**config.mk**
```make
export PLATFORM = sky130hd
export DESIGN_NAME = sar_search_4bit_flat
export DESIGN_NICKNAME = d
export VERILOG_FILES = /design/src/rtl/sar_pkg.sv /design/src/rtl/sar_search_4bit_if.sv /design/src/rtl/sar_search_4bit.sv /design/src/flat_wrapper.sv
export SDC_FILE = /design/constraint.sdc
export NUM_CORES = 1
export LEC_CHECK = 0
export CORE_MARGIN = 10
export CORE_UTILIZATION = 44
export CTS_CLUSTER_DIAMETER = 80
export DETAILED_ROUTE_END_ITERATION = 6
export DONT_BUFFER_PORTS = 1
export PLACE_DENSITY_LB_ADDON = 0.2
export SETUP_SLACK_MARGIN = 0.2
export SYNTH_ARGS = -nofsm -noshare
export SYNTH_HDL_FRONTEND = slang
export SYNTH_SLANG_ARGS = --single-unit
export TNS_END_PERCENT = 1
```
**constraint.sdc**
```tcl
create_clock -name clk -period 3.4 [get_ports clk]
set_clock_uncertainty 0.2 [all_clocks]
set_input_delay 0.68 -clock clk [delete_from_list [all_inputs] [get_ports clk]]
set_output_delay 0.68 -clock clk [all_outputs]
set_load 0.03 [all_outputs]
```
**src/rtl/sar_pkg.sv**
```systemverilog
// Shared definitions for the successive-approximation search controller.
// Holds the FSM state encoding, the default search width and the MSB seed helper.
package sar_pkg;

    // Default width of the unknown value, trial guess and result.
    localparam int SAR_WIDTH_DEF = 4;

    typedef enum logic [1:0] {
        IDLE   = 2'd0,
        SEARCH = 2'd1,
        DONE   = 2'd2
    } sar_state_t;

    // One-hot value with only the most significant bit of a width-bit word set.
    function automatic logic [31:0] msb_seed(input int unsigned width);
        return 32'd1 << (width - 1);
    endfunction

endpackage

```
**src/rtl/sar_search_4bit_if.sv**
```systemverilog
// Handshake and comparator bundle for sar_search_4bit.
// master: the side that requests searches and owns the comparator flags.
// slave:  the search controller itself.
interface sar_search_4bit_if
    import sar_pkg::*;
#(
    parameter int WIDTH = SAR_WIDTH_DEF
);
    logic             start;
    logic             Eq;
    logic             Gt;
    logic             Sm;
    logic [WIDTH-1:0] guess;
    logic             busy;
    logic             done;
    logic [WIDTH-1:0] result;
    logic             err;

    modport master (
        output start, Eq, Gt, Sm,
        input  guess, busy, done, result, err
    );

    modport slave (
        input  start, Eq, Gt, Sm,
        output guess, busy, done, result, err
    );
endinterface

```
**src/rtl/sar_search_4bit.sv**
```systemverilog
// Successive-approximation search controller.
// Drives a trial value onto an external magnitude comparator and narrows it one
// bit per cycle (MSB first) from the Eq/Gt/Sm flags, exiting early on Eq.
// Optional build macro SAR_ONEHOT_CHECK_EN: when defined, any flag pattern that
// is not exactly one-hot aborts the search with err=1 and result=0; when
// undefined, flags resolve by priority Eq > Gt > Sm (none asserted = Sm) and err
// stays 0.
module sar_search_4bit
    import sar_pkg::*;
#(
    parameter int WIDTH = SAR_WIDTH_DEF
) (
    input logic              clk,
    input logic              rst,
    sar_search_4bit_if.slave bus
);

    localparam int IDX_W = (WIDTH > 1) ? $clog2(WIDTH) : 1;

    sar_state_t       state;
    logic [IDX_W-1:0] idx;

    logic             keep_bit;
    logic             flag_fault;
    logic [WIDTH-1:0] adj_guess;
    logic [WIDTH-1:0] next_probe;

    // Resolve the comparator flags against the current guess and form the next trial.
    always_comb begin
        keep_bit   = bus.Gt && !bus.Eq;
        adj_guess  = bus.guess;
        adj_guess[idx] = keep_bit;
        next_probe = adj_guess | (WIDTH'(1) << (idx - 1'b1));
`ifdef SAR_ONEHOT_CHECK_EN
        flag_fault = !(({bus.Eq, bus.Gt, bus.Sm} == 3'b100) ||
                       ({bus.Eq, bus.Gt, bus.Sm} == 3'b010) ||
                       ({bus.Eq, bus.Gt, bus.Sm} == 3'b001));
`else
        flag_fault = 1'b0;
`endif
    end

    // Search FSM with registered guess, status and result outputs.
    always_ff @(posedge clk) begin
        if (rst) begin
            state      <= IDLE;
            idx        <= IDX_W'(WIDTH - 1);
            bus.guess  <= '0;
            bus.result <= '0;
            bus.busy   <= 1'b0;
            bus.done   <= 1'b0;
            bus.err    <= 1'b0;
        end else begin
            case (state)
                IDLE: begin
                    bus.done <= 1'b0;
                    if (bus.start) begin
                        bus.guess <= WIDTH'(msb_seed(WIDTH));
                        idx       <= IDX_W'(WIDTH - 1);
                        bus.err   <= 1'b0;
                        bus.busy  <= 1'b1;
                        state     <= SEARCH;
                    end
                end

                SEARCH: begin
                    if (flag_fault) begin
                        // Ambiguous comparator answer: report it rather than guess.
                        bus.result <= '0;
                        bus.err    <= 1'b1;
                        bus.busy   <= 1'b0;
                        bus.done   <= 1'b1;
                        state      <= DONE;
                    end else if (bus.Eq) begin
                        bus.result <= bus.guess;
                        bus.busy   <= 1'b0;
                        bus.done   <= 1'b1;
                        state      <= DONE;
                    end else if (idx == '0) begin
                        bus.result <= adj_guess;
                        bus.busy   <= 1'b0;
                        bus.done   <= 1'b1;
                        state      <= DONE;
                    end else begin
                        bus.guess <= next_probe;
                        idx       <= idx - 1'b1;
                    end
                end

                DONE: begin
                    // Single-cycle done pulse; result and guess are left untouched.
                    bus.done <= 1'b0;
                    state    <= IDLE;
                end

                default: begin
                    bus.busy <= 1'b0;
                    bus.done <= 1'b0;
                    state    <= IDLE;
                end
            endcase
        end
    end

endmodule

```
**src/flat_wrapper.sv**
```systemverilog
// flat-port wrapper written by rule: the top's interface ports become plain ports
module sar_search_4bit_flat import sar_pkg::*;
#(
    parameter int WIDTH = SAR_WIDTH_DEF
)
  (clk, rst, bus_start, bus_Eq, bus_Gt, bus_Sm, bus_guess, bus_busy, bus_done, bus_result, bus_err);
  sar_search_4bit_if #(.WIDTH(WIDTH)) bus_i ();
  input logic clk;
  input logic rst;
  input wire logic [$bits(bus_i.start)-1:0] bus_start;
  input wire logic [$bits(bus_i.Eq)-1:0] bus_Eq;
  input wire logic [$bits(bus_i.Gt)-1:0] bus_Gt;
  input wire logic [$bits(bus_i.Sm)-1:0] bus_Sm;
  output wire logic [$bits(bus_i.guess)-1:0] bus_guess;
  output wire logic [$bits(bus_i.busy)-1:0] bus_busy;
  output wire logic [$bits(bus_i.done)-1:0] bus_done;
  output wire logic [$bits(bus_i.result)-1:0] bus_result;
  output wire logic [$bits(bus_i.err)-1:0] bus_err;
  assign bus_i.start = bus_start;
  assign bus_i.Eq = bus_Eq;
  assign bus_i.Gt = bus_Gt;
  assign bus_i.Sm = bus_Sm;
  assign bus_guess = bus_i.guess;
  assign bus_busy = bus_i.busy;
  assign bus_done = bus_i.done;
  assign bus_result = bus_i.result;
  assign bus_err = bus_i.err;
  sar_search_4bit #(.WIDTH(WIDTH)) u_core (.clk(clk), .rst(rst), .bus(bus_i));
endmodule
```
==> summary.md, run 1 <==
| Metric | Value |
|---|---|
| Max-Cap Viols | `0` |
| Fin crit share | `0.629` |
| # clock sinks | `14` |
| CTS H-tree depth | `1` |
| Crit start category | `register` |
| Crit path cell chain | `inv_1 -> ha_1 -> or4b_1 -> a211o_1` |
| First-pass GRT wire length | `~2.5 mm` |
| Fmax | `roughly 0.47 GHz` |
| I/O pins | `17` |
| R2R setup slack | `1.26 ns` |
| Area of the multi-input gates | `423 um^2` |
| I/O Buffers | `0` |
| Post CTS Setup Buffer Count | `0` |
| Commonest register cell after synthesis | `dfxtp_1` |
| Grt ovf | `0` |
| Fin Setup TNS | `0 ns` |
| Pre-CTS setup slack | `1.26 ns` |
| Avg WL per Cell | `between 15 and 20 um` |
| Worst slew margin | `0.472` |
| Clk slew on worst S/H paths | `0.08 ns` |
| Netlist cell types | `31` |
| Hold Crit Depth | `1` |
| # nets final | `93` |
| CTS tree | `yes` |
| Post-synthesis register bit count | `14` |
| Tot GR Track Use | `0.0900` |
| Post-synth EDFFs | `0` |
| Die area | `about 3700 um^2` |
| Fillcell total | `158` |
| Slew Viols, Final | `0` |
| Seq/Total Area, Yosys | `0.376` |
| Cells after Synth | `82` |
| Asr flop ratio synth | `0` |
| Initial antenna violation count | `0` |
| Power Density | `approximately 450 nW/um^2` |
| Worst setup path class | `register to register` |
| Number of global-route vias before repair | `531` |
| Clock buffer depth | `2` |
| Slew @ Worst Pin | `a little under 0.8 ns` |
| Via density | `between 5 and 6` |
| CP delay by family, top | `simple AND/OR/NAND/NOR gates` |
| CP arrival | `about 2.1 ns` |
| Die X | `just over 60 um` |
| Remaining routing DRC violations | `0` |
| Core area | `around 1600 um^2` |
| Antenna Cells | `0` |
| Final wirelength | `about 1.5 mm` |
| Worst Reg2Reg Path Length in Cells | `4` |
| Syn avg cell area | `9.09 um^2` |
| Critical-path top delay cell | `or4b_1` |
| Hold Crit Class | `primary input to register` |
| Site Rows | `14` |
| Dpl cells | `93` |
| Gp weighted congestion | `0.778` |
| Syn nets | `93` |
| Synth Warn # | `0` |
| Hold buffers post-CTS | `0` |
| Final hold vios | `0` |
| Sequential Area | `approximately 280 um^2` |
| CP Max Fanout | `8` |
| Layout Cells excl Fill | `97` |
| Ratio of cells with drive above 1 in the final layout | `0.0864` |
| Final Setup Violations | `0` |
| Root buffer cell | `clkbuf_4` |
| Post_cts resized | `0` |
| Data required time of the worst path | `between 3 and 4 ns` |
| Pre-antenna DRT Iters | `4` |
| Fin util | `0.497` |
| RSZ-0062 raised after global routing | `no` |
| Final WS setup | `~1.3 ns` |
| P_leak | `~0.32 nW` |
| Largest net degree at the start of global routing | `15` |
| CP Capture Type | `register` |
| Clock insertion delay at the later pin of the skew report | `between 0.2 and 0.3 ns` |
| R2R Path End | `u_core.idx[0]` |
| Post-Syn Area | `between 700 and 800 um^2` |
| DP HPWL | `approximately 1.1 mm` |
| Critical path buffers and inverters | `1` |
| Worst vdd ir | `0.000191 V` |
| Hold Crit Start | `rst` |
| Outcome | `finished, final reports clean` |
| Final ANT Viol Nets | `0` |
| Cts bufs inserted | `3` |
| Crit-path max cell delay | `roughly 0.71 ns` |
| Crit Reg-Reg Startpoint | `u_core.idx[0]` |
| Die H | `between 60 and 70 um` |
| Area grow syn2layout | `3.86%` |
| Final min period | `between 2 and 2.5 ns` |
| Hold EP | `u_core.state[0]` |
| Initial drt markers | `3` |
| Vias | `approximately 550` |
| Initial Util | `0.478` |
==> cells in the final DEF (no fill, tap or decap) <==
cell	netlist	layout
dfxtp_1	14	14
a21oi_1	11	11
ha_1	5	5
inv_1	4	4
nor2_1	4	4
nand2b_1	4	4
nor2b_1	4	4
a211oi_1	4	4
and3b_1	3	3
nor3_1	3	3
nand3_1	3	3
clkbuf_4	0	3
o31ai_1	2	2
mux2i_1	1	1
or2_2	1	1
and2b_1	1	1
o21ai_0	1	1
or4b_1	1	1
or3b_2	1	1
nor4b_1	1	1
a22oi_1	1	1
a2111oi_4	1	1
a311oi_1	1	1
nor3b_1	1	1
o21bai_1	1	1
a211o_1	1	1
nand2_1	1	1
a21o_1	1	1
conb_1	1	1
clkbuf_8	0	1
==> cell type report <==
cell class / count / area share
clock buffers: 4 / 0.0468
multi-input cells: 59 / 0.546
well taps: 16 / 0.0258
flip-flops and latches: 14 / 0.362
inverters: 4 / 0.0194
==> Yosys cell counts (2+ instances only) <==
cell / count / share of area
nand2b_1: 4 / 0.034
nor2_1: 4 / 0.020
o31ai_1: 2 / 0.020
ha_1: 5 / 0.084
inv_1: 4 / 0.020
and3b_1: 3 / 0.035
a211oi_1: 4 / 0.040
buf_4: 2 / 0.020
nor3_1: 3 / 0.020
nor2b_1: 4 / 0.034
a21oi_1: 11 / 0.074
nand3_1: 3 / 0.020
dfxtp_1: 14 / 0.38
clkbuf_1: 2 / 0.010
==> stage by stage <==
stage	instance area, um^2	power (mW)	hold slack (ns)
6_report	774	0.347	0.258
3_3_place_gp	738	0.233	0.339
4_1_cts	774	0.353	0.249
3_5_place_dp	738	0.234	0.353
5_1_grt	774	0.365	0.235
2_1_floorplan	746	0.231	0.317
==> sequential cells by signal, summed over array words and instances (netlist names) <==
name               count
u_core.state           2
u_core.bus.result      4
u_core.bus.done        1
u_core.bus.guess       4
u_core.idx             2
u_core.bus.busy        1
==> kinds of logic (layout without fill, tap and decap cells) <==
| family | after synthesis | count (layout) | synth area share |
|---|---|---|---|
| other | 1 | 1 | 0.00503 |
| AOI/OAI and AO/OA | 24 | 24 | 0.232 |
| buffers and inverters | 9 | 8 | 0.0570 |
| adders and majority gates | 5 | 5 | 0.0839 |
| and+or+nand+nor | 28 | 28 | 0.233 |
| DFF | 14 | 14 | 0.376 |
| muxes | 1 | 1 | 0.0134 |
==> how the worst max path moves through the flow <==
stage	startpoint	to	slack, ns	cells past startpoint
finish	u_core.idx[0]	u_core.idx[0]	1.26	4
global route	u_core.idx[0]	u_core.bus.guess[2]	1.09	5
CTS	u_core.idx[0]	u_core.idx[0]	1.25	4
detailed placement	u_core.idx[0]	u_core.idx[0]	1.26	4
global placement	u_core.idx[0]	u_core.idx[0]	1.28	4
floorplan	u_core.idx[0]	u_core.idx[0]	1.45	5
==> where the power goes <==
group          total [mW]  internal (mW)  switching, mW
Sequential          0.194          0.173         0.0216
Combinational      0.0351         0.0156         0.0195
Clock               0.118         0.0652         0.0526
==> metal layers <==
metal | track usage | wire length (um) | vias up
met4 | 0.0391 | 10 | 0
met3 | 0.0473 | 114 | 2
met5 | 0 | 0 | -
met1 | 0.0929 | 655 | 253
li1 | - | - | 285
met2 | 0.149 | 701 | 11
(Power assumes the default switching activity.)
==> inputs of run 2 (changes only) <==
==> constraint.sdc (replaced) <==
create_clock -name clk -period 2 [get_ports clk]
set_clock_uncertainty 0.2 [all_clocks]
set_input_delay 0.4 -clock clk [delete_from_list [all_inputs] [get_ports clk]]
set_output_delay 0.4 -clock clk [all_outputs]
set_load 0.03 [all_outputs]
==> summary.md, run 2 (synthesis gave the netlist of run 1 again) <==
| Metric | Value |
|---|---|
| Outcome | `finished, final reports clean` |
| CP Max Fanout | `8` |
| RSZ-0062 raised after global routing | `yes` |
| First-pass GRT wire length | `about 2.4 mm` |
| Tot GR Track Use | `0.0895` |
| Die X | `approximately 60 um` |
| Biggest regs | `u_core.bus.guess: 4 flops, u_core.bus.result: 4 flops` |
| Final ANT Viol Nets | `0` |
| Ratio of cells with drive above 1 in the final layout | `0.167` |
| Crit path cell chain | `inv_2 -> ha_4 -> or4b_4 -> a211o_1` |
| I/O pins | `17` |
| Fin Setup TNS | `0 ns` |
| CP Capture Type | `register` |
| Worst vdd ir | `approximately 0.00047 V` |
| Clock buffer depth | `2` |
| Commonest non-fill, non-tap cell in the layout | `dfxtp_1` |
| Gp weighted congestion | `0.788` |
| Dpl cells | `95` |
| Clock insertion delay at the later pin of the skew report | `around 0.28 ns` |
| Antenna Cells | `0` |
| Avg WL per Cell | `15.1 um` |
| Hold Crit Class | `primary input to register` |
| Layout Cells excl Fill | `100` |
| Met1 usage | `0.0950` |
| Crit start category | `register` |
| Data required time of the worst path | `1.97 ns` |
| Power Density | `around 730 nW/um^2` |
| CP arrival | `roughly 1.8 ns` |
| Die area | `between 3000 and 4000 um^2` |
| # nets final | `96` |
| Pre-antenna DRT Iters | `4` |
| Initial antenna violation count | `0` |
| Initial Util | `0.478` |
| Area grow syn2layout | `9.56%` |
| Slew Viols, Final | `0` |
| Clk slew on worst S/H paths | `roughly 0.08 ns` |
| Post CTS Setup Buffer Count | `0` |
| Met2 global-route usage | `0.143` |
| Initial drt markers | `14` |
| Final hold vios | `0` |
| Final wirelength | `1.51 mm` |
| Die H | `about 61 um` |
| I/O Buffers | `0` |
| P_leak | `roughly 0.33 nW` |
| Site Rows | `14` |
| Crit-path max cell delay | `around 0.55 ns` |
| Fin crit share | `0.888` |
| GR Layer Usage met3 | `0.0556` |
| Number of global-route vias before repair | `approximately 500` |
| Commonest non-fill, non-tap cells in the layout | `13 x dfxtp_1, 11 x a21oi_1` |
| # clock sinks | `14` |
| Critical-path top delay cell | `or4b_4` |
| Most used routing layer | `met2` |
| CTS H-tree depth | `1` |
| Final Setup Violations | `0` |
| Largest net degree at the start of global routing | `15` |
| CTS tree | `yes` |
| Max-Cap Viols | `0` |
| Critical path buffers and inverters | `1` |
| Via density | `5.60` |
| Core area | `roughly 1600 um^2` |
| Worst setup path class | `register to register` |
| Final min period | `roughly 1.8 ns` |
| Root buffer cell | `clkbuf_4` |
| Grt ovf | `0` |
| CP delay by family, top | `simple AND/OR/NAND/NOR gates` |
| Vias | `560` |
| DP HPWL | `roughly 1.2 mm` |
| Fmax | `0.563 GHz` |
| Remaining routing DRC violations | `0` |
| Cts bufs inserted | `3` |
[run 2: path summary, 6_finish.rpt]
kind                                   endpoint  slack, ns     startpoint  cells past startpoint
worst max-delay path              u_core.idx[0]       0.22  u_core.idx[1]                      4
worst min-delay path            u_core.bus.busy       0.16         bus_Eq                      3
worst max register to register    u_core.idx[0]       0.22  u_core.idx[1]                      4
worst min register to register    u_core.idx[0]       0.33  u_core.idx[0]                      1
[run 2: area by class of cell]
| cell class | count | area (um^2) |
|---|---|---|
| fill | 171 | 742 |
| tap | 16 | 20.0 |
| timing repair buffer | 3 | 25.0 |
| inverter | 4 | 15.0 |
| multi-input combinational | 59 | 439 |
| sequential | 14 | 282 |
| clock buffer | 4 | 36.3 |
[run 2: power by group]
| group | internal [mW] | switching [mW] | leakage [nW] |
|---|---|---|---|
| clock | 0.111 | 0.0892 | 0.0210 |
| sequential | 0.294 | 0.0372 | 0.114 |
| combinational | 0.0304 | 0.0380 | 0.191 |
| total | 0.435 | 0.164 | 0.326 |
[run 2: worst min-delay path: cells and delay by family]
| family | cells | cell delay (ns) |
|---|---|---|
| AND/OR/NAND/NOR | 1 | 0.03 |
| AO/OA/AOI/OAI | 2 | 0.16 |
[run 2: what timing repair did]
item                                   CTS  global route
hold buffers                             1             0
setup endpoints to repair                3             4
resized for setup                        1             0
endpoints found under the hold margin   14             0
cloned                                   0             0
[run 2: through the flow]
| stage | util | cell area (um^2) | hold slack, ns | power (mW) | setup slack, ns |
|---|---|---|---|---|---|
| final | 0.524 | 817 | 0.159 | 0.599 | 0.224 |
| after detailed placement | 0.492 | 767 | 0.273 | 0.401 | 0.0898 |
| after CTS | 0.524 | 817 | 0.150 | 0.614 | 0.213 |
| after global placement | 0.492 | 767 | 0.272 | 0.400 | 0.0954 |
| after global routing | 0.524 | 817 | 0.169 | 0.640 | 0.126 |
| after floorplan | - | 763 | 0.272 | 0.395 | 0.213 |
[run 2: per-layer routing]
layer	vias to the layer above	part of all wire	routed length (um)
met5	-	0	0
met4	0	0	0
met3	0	0.075	113
met2	9	0.49	741
met1	256	0.43	658
li1	295	-	-
==> inputs of run 3 (changes only) <==
--- a/config.mk
+++ b/config.mk
@@ -15,4 +15,4 @@
 export SYNTH_ARGS = -nofsm -noshare
 export SYNTH_HDL_FRONTEND = slang
 export SYNTH_SLANG_ARGS = --single-unit
-export TNS_END_PERCENT = 1
+export TNS_END_PERCENT = 5
==> constraint.sdc (replaced) <==
create_clock -name clk -period 1.9 [get_ports clk]
set_clock_uncertainty 0.2 [all_clocks]
set_input_delay 0.38 -clock clk [delete_from_list [all_inputs] [get_ports clk]]
set_output_delay 0.38 -clock clk [all_outputs]
set_load 0.03 [all_outputs]
==> summary.md, run 3 (synthesis gave the netlist of run 1 again) <==
| Metric | Value |
|---|---|
| Crit path cell chain | `inv_2 -> ha_4 -> or4b_4 -> buf_6 -> a2111oi_4 -> a311oi_1` |
| Commonest non-fill, non-tap cell in the layout | `dfxtp_1` |
| Final Setup Violations | `0` |
| I/O pins | `17` |
| DP HPWL | `~1.2 mm` |
| Antenna Cells | `0` |
| Outcome | `finished, violations left` |
| Final wirelength | `~1.6 mm` |
| Final ANT Viol Nets | `0` |
| Final min period | `1.75 ns` |
| Fmax | `0.570 GHz` |
| Core area | `~1600 um^2` |
| Commonest non-fill, non-tap cells in the layout | `12 x dfxtp_1, 11 x a21oi_1` |
| Biggest regs | `u_core.bus.guess: 4 flops, u_core.bus.result: 4 flops` |
| Initial Util | `0.478` |
| Final hold vios | `14` |
| Worst hold slack | `-0.0356 ns` |
| Grt ovf | `0` |
| Area grow syn2layout | `10.9%` |
| Worst vdd ir | `about 0.00035 V` |
| Number of global-route vias before repair | `550` |
| R2R Path End | `u_core.bus.guess[3]` |
| Clock insertion delay at the later pin of the skew report | `around 0.27 ns` |
| Hold Crit Start | `rst` |
| Critical-path top delay cell | `or4b_4` |
| Cts bufs inserted | `3` |
| Worst Reg2Reg Path Length in Cells | `6` |
| CTS tree | `yes` |
| Ratio of cells with drive above 1 in the final layout | `0.212` |
| R2R setup slack | `around 0.15 ns` |
| Met1 usage | `0.0917` |
| Initial antenna violation count | `0` |
| Worst setup path class | `register to register` |
| Die area | `3740 um^2` |
| Gp weighted congestion | `~0.77` |
| GR Layer Usage met3 | `0.0350` |
| Crit Reg-Reg Startpoint | `u_core.idx[1]` |
| Vias | `579` |
| Fin Setup TNS | `0 ns` |
| # nets final | `98` |
| Die H | `between 60 and 70 um` |
| Remaining routing DRC violations | `0` |
| Critical path buffers and inverters | `2` |
| Hold Crit Depth | `1` |
| CP Capture Type | `register` |
| Initial drt markers | `11` |
| Power Density | `between 700 and 800 nW/um^2` |
| Avg WL per Cell | `15.7 um` |
| Max-Cap Viols | `0` |
| Clk slew on worst S/H paths | `0.08 ns` |
| Root buffer cell | `clkbuf_4` |
| Crit-path max cell delay | `0.47 ns` |
| # clock sinks | `14` |
| P_leak | `between 0.3 and 0.4 nW` |
| CTS H-tree depth | `1` |
| Slew Viols, Final | `0` |
| CP arrival | `1.71 ns` |
| Tot GR Track Use | `0.0895` |
| Crit start category | `register` |
| CP delay by family, top | `simple AND/OR/NAND/NOR gates` |
| Violated checks | `negative hold slack` |
| Pre-antenna DRT Iters | `4` |
| Fin crit share | `0.923` |
| Site Rows | `14` |
| Clock buffer depth | `2` |
| Hold EP | `u_core.state[0]` |
| First-pass GRT wire length | `2.50 mm` |
| RSZ-0062 raised after global routing | `yes` |
| CP Max Fanout | `8` |
| Hold Crit Class | `primary input to register` |
| Most used routing layer | `met2` |
| Met2 global-route usage | `0.154` |
| Fillcell total | `around 160` |
| Largest net degree at the start of global routing | `15` |
| Data required time of the worst path | `1.86 ns` |
| Die X | `~61 um` |
| Via density | `5.73` |
| I/O Buffers | `0` |
## run 3: worst max-delay path by stage
stage | startpoint | end | depth (start not counted)
4_1_cts | u_core.idx[1] | u_core.bus.guess[3] | 6
3_3_place_gp | u_core.idx[1] | u_core.bus.guess[3] | 6
3_5_place_dp | u_core.idx[1] | u_core.bus.guess[3] | 6
6_report | u_core.idx[1] | u_core.bus.guess[3] | 6
5_1_grt | u_core.idx[1] | u_core.bus.guess[3] | 6
2_1_floorplan | u_core.idx[0] | u_core.idx[0] | 5
## run 3: timing repair
item	CTS	global route
buffers inserted	1	0
resized for setup	2	1
endpoints found under the hold margin	14	14
setup endpoints to repair	3	6
## run 3: cell type report
| cell class | instances | area [um^2] | area share |
|---|---|---|---|
| Tap cell | 16 | 20.0 | 0.0242 |
| Inverter | 4 | 15.0 | 0.0182 |
| Sequential cell | 14 | 283 | 0.342 |
| Clock buffer | 3 | 22.5 | 0.0272 |
| Timing Repair Buffer | 5 | 41.3 | 0.0499 |
| Multi-Input combinational cell | 59 | 445 | 0.539 |
## run 3: layer usage
metal / wire length (um) / vias up / share of wire
li1: - / 295 / -
met1: 671 / 260 / 0.42
met2: 772 / 20 / 0.49
met3: 130 / 4 / 0.082
met4: 14 / 0 / 0.0088
met5: 0 / - / 0
## run 3: power breakdown
group	internal (mW)	switching (mW)
Clock	0.0734	0.0906
Sequential	0.309	0.0380
Combinational	0.0349	0.0385
Total	0.417	0.167
## run 3: worst reg2reg max path, cell delays in order (launching register included)
cell and delay (ns):
dfxtp_2 0.34, inv_2 0.06, ha_4 0.16, or4b_4 0.47
buf_6 0.15, a2111oi_4 0.19, a311oi_1 0.07
## run 3: through the flow
step | instances | util | total power, mW | cell area (um^2) | setup slack [ns]
3_3_place_gp | 97 | 0.502 | 0.424 | 783 | 0.145
5_1_grt | 101 | 0.530 | 0.619 | 827 | 0.0780
6_report | 101 | 0.530 | 0.584 | 827 | 0.145
2_1_floorplan | 82 | - | 0.415 | 764 | 0.155
4_1_cts | 101 | 0.526 | 0.592 | 821 | 0.140
3_5_place_dp | 97 | 0.502 | 0.426 | 783 | 0.112
